### src/rtl/seg7_scan_driver.sv
// Time-multiplexed, double-buffered 8-digit hex driver for a common-anode 7-segment display.
// Define SEG7_LZ_BLANK_EN to enable leading-zero blanking of digits 7..1.
module seg7_scan_driver #(
    parameter int REFRESH_DIV  = 100000,
    parameter int BLANK_CYCLES = 1000
) (
    input  logic        clk,
    input  logic        rst,
    input  logic [31:0] i_value,
    input  logic        i_load,
    output logic [6:0]  inv_leds,
    output logic [7:0]  enb_leds,
    output logic [2:0]  o_digit_idx,
    output logic        o_frame_done
);

    localparam int MAX_CNT = (REFRESH_DIV > BLANK_CYCLES) ? REFRESH_DIV : BLANK_CYCLES;
    localparam int CW      = $clog2(MAX_CNT);
    localparam logic [CW-1:0] ON_LAST    = CW'(REFRESH_DIV - 1);
    localparam logic [CW-1:0] BLANK_LAST = CW'(BLANK_CYCLES - 1);

    typedef enum logic [0:0] {
        ST_BLANK = 1'b0,
        ST_ON    = 1'b1
    } state_t;

    state_t        state, state_next;
    logic [CW-1:0] cnt, cnt_next;
    logic [2:0]    idx, idx_next;
    logic [31:0]   shadow, active, active_next;
    logic          pending;
    logic          boundary;
    logic [3:0]    nibble;
    logic          digit_shown;
    logic          lit;
    logic [6:0]    seg_next;
    logic [7:0]    enb_next;
    logic          frame_done_next;

    function automatic logic [6:0] hex_to_seg(input logic [3:0] n);
        case (n)
            4'h0: hex_to_seg = 7'h40;
            4'h1: hex_to_seg = 7'h79;
            4'h2: hex_to_seg = 7'h24;
            4'h3: hex_to_seg = 7'h30;
            4'h4: hex_to_seg = 7'h19;
            4'h5: hex_to_seg = 7'h12;
            4'h6: hex_to_seg = 7'h02;
            4'h7: hex_to_seg = 7'h78;
            4'h8: hex_to_seg = 7'h00;
            4'h9: hex_to_seg = 7'h10;
            4'hA: hex_to_seg = 7'h08;
            4'hB: hex_to_seg = 7'h03;
            4'hC: hex_to_seg = 7'h46;
            4'hD: hex_to_seg = 7'h21;
            4'hE: hex_to_seg = 7'h06;
            default: hex_to_seg = 7'h0E;
        endcase
    endfunction

    // Outputs are computed from the next state so they register in step with it.
    always_comb begin
        state_next = state;
        idx_next   = idx;
        cnt_next   = cnt + 1'b1;
        boundary   = 1'b0;
        case (state)
            ST_BLANK: begin
                if (cnt == BLANK_LAST) begin
                    state_next = ST_ON;
                    cnt_next   = '0;
                end
            end
            ST_ON: begin
                if (cnt == ON_LAST) begin
                    state_next = ST_BLANK;
                    cnt_next   = '0;
                    idx_next   = idx + 3'd1;
                    boundary   = (idx == 3'd7);
                end
            end
            default: begin
                state_next = ST_BLANK;
                cnt_next   = '0;
            end
        endcase

        active_next = (boundary && pending) ? shadow : active;
        nibble      = 4'(active_next >> {idx_next, 2'b00});
`ifdef SEG7_LZ_BLANK_EN
        digit_shown = (idx_next == 3'd0) || ((active_next >> {idx_next, 2'b00}) != 32'd0);
`else
        digit_shown = 1'b1;
`endif
        lit             = (state_next == ST_ON) && digit_shown;
        seg_next        = lit ? hex_to_seg(nibble) : 7'h7F;
        enb_next        = lit ? ~(8'b1 << idx_next) : 8'hFF;
        frame_done_next = (state_next == ST_ON) && (idx_next == 3'd7) && (cnt_next == ON_LAST);
    end

    always_ff @(posedge clk) begin
        if (rst) begin
            state        <= ST_BLANK;
            cnt          <= '0;
            idx          <= 3'd0;
            shadow       <= 32'd0;
            active       <= 32'd0;
            pending      <= 1'b0;
            inv_leds     <= 7'h7F;
            enb_leds     <= 8'hFF;
            o_frame_done <= 1'b0;
        end else begin
            state        <= state_next;
            cnt          <= cnt_next;
            idx          <= idx_next;
            active       <= active_next;
            inv_leds     <= seg_next;
            enb_leds     <= enb_next;
            o_frame_done <= frame_done_next;
            // A load coinciding with a boundary wins: the boundary took the old shadow.
            if (i_load) begin
                shadow  <= i_value;
                pending <= 1'b1;
            end else if (boundary) begin
                pending <= 1'b0;
            end
        end
    end

    assign o_digit_idx = idx;

endmodule

### config.mk
export PLATFORM = sky130hd
export DESIGN_NAME = seg7_scan_driver
export DESIGN_NICKNAME = d
export VERILOG_FILES = /design/src/rtl/seg7_scan_driver.sv
export SDC_FILE = /design/constraint.sdc
export NUM_CORES = 1
export LEC_CHECK = 0
export CELL_PAD_IN_SITES_DETAIL_PLACEMENT = 1
export CELL_PAD_IN_SITES_GLOBAL_PLACEMENT = 1
export CORE_MARGIN = 1.5
export CORE_UTILIZATION = 25
export DETAILED_ROUTE_END_ITERATION = 10
export PLACE_DENSITY_LB_ADDON = 0.15
export SETUP_SLACK_MARGIN = 0.2
export SLEW_MARGIN = 40
export SYNTH_ARGS = -nofsm -noshare
export SYNTH_HDL_FRONTEND = slang
export SYNTH_SLANG_ARGS = --single-unit
### constraint.sdc
create_clock -name clk -period 4.3 [get_ports clk]
set_input_delay 1.075 -clock clk [delete_from_list [all_inputs] [get_ports clk]]
set_output_delay 1.075 -clock clk [all_outputs]
set_load 0.05 [all_outputs]
==> summary.md <==
| Metric | Value |
|---|---|
| Synth Warn # | 0 |
| Iter 0 DRT Violations | 92 |
| Worst slew pin tran | 0.7284 ns |
| Leakage | 2.159 nW |
| Synthesized flop and latch total | 102 |
| Most instantiated cells after synthesis | dfxtp_1 (102), nor2_1 (64), mux2i_1 (38) |
| DR WL/cell | 16.89 µm |
| Clk pwr share | 43.8% |
| Max Clk Rate | 0.2646 GHz |
| Clock Sinks | 102 |
| Post-synth top area share | 45.61% |
| Final Non-Filler Cells | 770 |
| Via Count | 3693 |
| Crit path kind | flop to flop |
| CTS Root Cell | clkbuf_16 |
| Cell with the most instances after synthesis | dfxtp_1 |
| Post-DP HPWL | 9314 µm |
| VDD IR max | 0.1890 mV |
| CTS tree | yes |
| Fin Setup TNS | 0 ns |
| GPL Wtd Cong | 0.7683 |
| Vias in the first global route | 3880 |
| Layout cell share with drive strength beyond 1 | 13.03% |
| Die width | 136.8 µm |
| ANT cells | 0 |
| Async set-reset flop share out of synthesis | 0% |
| Worst-path fanout max | 14 |
| Fillers | 2004 |
| Pins Over Slew Limit | 0 |
| Row cnt | 48 |
| Setup Viol. Count Final | 0 |
| PortBufs | 53 |
| Via density | 4.796 |
| Worst EP required | 4.52 ns |
| NetSw | 0.4256 mW |
| CTS Buffer Depth | 2 |
| Num CTS Buffers | 9 |
| Postcts setup bufs | 0 |
| Die height | 136.8 µm |
| Clock Latency Late Sink | 0.36 ns |
| Hold WC Path Type | flop to flop |
| Reg clk slew, reported paths | 0.07 ns |
| Pint | 1.480 mW |
| Drt total wl | 13000 µm |
| Seq/Total Area, Yosys | 45.61% |
| # H-tree levels | 3 |
| Post-layout minimum cycle time | 3.780 ns |
| Global Route Usage Sum | 14.70% |
| Synth unique cells | 51 |
| Initial antenna violation count | 0 |
| Pwr per Cell Area | 337.0 mW/mm² |
| Die footprint | 0.01872 mm² |
| Skew final | 0.01086 ns |
| Setup crit end kind | flop |
| Combinational share of power | 4.8% |
| EDFF count, synth | 0 |
| RSZ-0062 raised after global routing | false |
| Final hold vios | 0 |
| First drt pass iteration count | 4 |
| Period Utilization, post-route | 87.91% |
| Initial Util | 25.70% |
| Post-synth top area cell | dfxtp_1 |
| Synth area leaders | dfxtp_1 (46%), mux2i_1 (8.5%), nor2_1 (5.4%) |
| Final Util | 32.46% |
| Global-route wire length before repair | 20800 µm |
| Area Growth Syn to Fin | 26.30% |
| Post-synth top flop | dfxtp_1 |
| Placed inst area | 0.005344 mm² |
| Grt total ovfl | 0 |
| FF-to-FF setup slack | 0.52 ns |
| Final-stage net count | 584 |
| Sequential Power Share | 51.4% |
| Syn_nets | 523 |
| # IOs | 54 |
| Startpoint Class | flop |
| Core ar. | 0.01742 mm² |
| Hold WS | 0.4665 ns |
| Cells after DPL | 754 |
| Post-synthesis area per instance | 9.346 µm² |
| Antenna viol nets, final | 0 |
| Final Cell Area | 0.005654 mm² |
| Slew Limit Headroom | 51.00% |
| Residual DRC | 0 |
| Mapped Cells | 479 |
| Switching part of the total power | 22.34% |
| Largest net degree at the start of global routing | 42 |
| Crit path arrival time | 4.00 ns |
| Post-Syn Area | 0.004477 mm² |
| Status | finished, final reports clean |
| # Max-Cap Violations | 0 |
cell type report:
type / count / area [µm²] / area share (%)
Sequential cell: 102 / 2043 / 36.14
Clock buffer: 10 / 239.0 / 4.227
Inverter: 4 / 15.01 / 0.2655
Timing Repair Buffer: 79 / 718.2 / 12.70
Clock inverter: 6 / 61.31 / 1.084
Tap cell: 225 / 281.5 / 4.979
Multi-Input combinational cell: 344 / 2296 / 40.61
power groups by stage:
stage                     registers [mW]  logic [mW]  clock network [mW]
after floorplan                    0.995      0.0487                   0
after global placement              1.00      0.0919                   0
after detailed placement            1.00      0.0924                   0
after CTS                          0.979      0.0933               0.868
after global routing               0.981       0.102               0.911
final                              0.979      0.0913               0.835
kinds of logic (layout without fill, tap and decap cells):
group,after synthesis,count (layout),synth area share [%]
adders and majority gates,9,9,2.515
AOI/OAI and AO/OA,92,92,13.00
xor gates and xnor gates,16,16,3.130
and+or+nand+nor,174,174,19.90
DFF,102,102,45.61
muxes,53,53,12.44
buffers and inverters,33,99,3.410
placed cells by master, fill, tap and decap left out, types with 2 or more instances in the layout:
master,count
a2111oi_0,3
a21oi_1,26
a222oi_1,2
a22oi_1,17
and2_1,4
and3_1,5
and4_1,2
buf_4,27
clkbuf_16,9
clkdlybuf4s50_1,51
clkinv_2,3
dfxtp_1,101
ha_1,9
inv_1,4
mux2_1,2
mux2_2,11
mux2_4,2
mux2i_1,37
nand2_1,35
nand3_1,10
nand4_1,17
nand4b_1,3
nor2_1,64
nor2b_1,15
nor4_1,4
o211ai_1,5
o21ai_0,22
o21ai_1,6
o221ai_1,2
xnor2_1,10
xor2_1,6
layer usage:
layer | up-vias | routed length [µm] | GRT usage, %
li1 | 1830 | - | -
met1 | 1804 | 6159 | 18.48
met2 | 47 | 6173 | 24.82
met3 | 12 | 523 | 3.963
met4 | 0 | 147 | 3.860
met5 | - | 0 | 0
worst max-delay path, stage by stage, from the launching register on:
cell	delay [ns]
dfxtp_1	0.44
nor3b_2	0.33
nand4_2	0.41
buf_4	0.34
o21ai_0	0.27
a22oi_1	0.11
a2111oi_1	0.51
buf_4	0.19
mux2i_1	0.07
buf_4	0.18
ha_1	0.22
or3_1	0.39
o21ai_1	0.09
o21ai_1	0.08
state kept, by name, summed over array words and instances (netlist names):
register and cells:
inv_leds 7, state 1, shadow 32, enb_leds 8, o_frame_done 1, active 32
cnt 17, o_digit_idx 3, pending 1
through the flow:
| stage | setup slack [ns] | power, mW |
|---|---|---|
| 4_1_cts | 0.3825 | 1.941 |
| 3_3_place_gp | 0.4671 | 1.093 |
| 2_1_floorplan | 0.5829 | 1.043 |
| 3_5_place_dp | 0.4242 | 1.094 |
| 6_report | 0.5200 | 1.905 |
| 5_1_grt | 0.2629 | 1.994 |
final timing paths:
path                startpoint                      to  cells past startpoint
max          cnt[7]$_SDFF_PP0_  inv_leds[0]$_SDFF_PP1_                     13
min          cnt[0]$_SDFF_PP0_       cnt[0]$_SDFF_PP0_                      1
max reg2reg  cnt[7]$_SDFF_PP0_  inv_leds[0]$_SDFF_PP1_                     13
min reg2reg  cnt[0]$_SDFF_PP0_       cnt[0]$_SDFF_PP0_                      1
repair_timing:
item                       CTS  global route
resized for setup            0             2
hold buffers                 0             0
setup endpoints to repair    0             5
No activity file was read; power rests on OpenSTA's default activity.
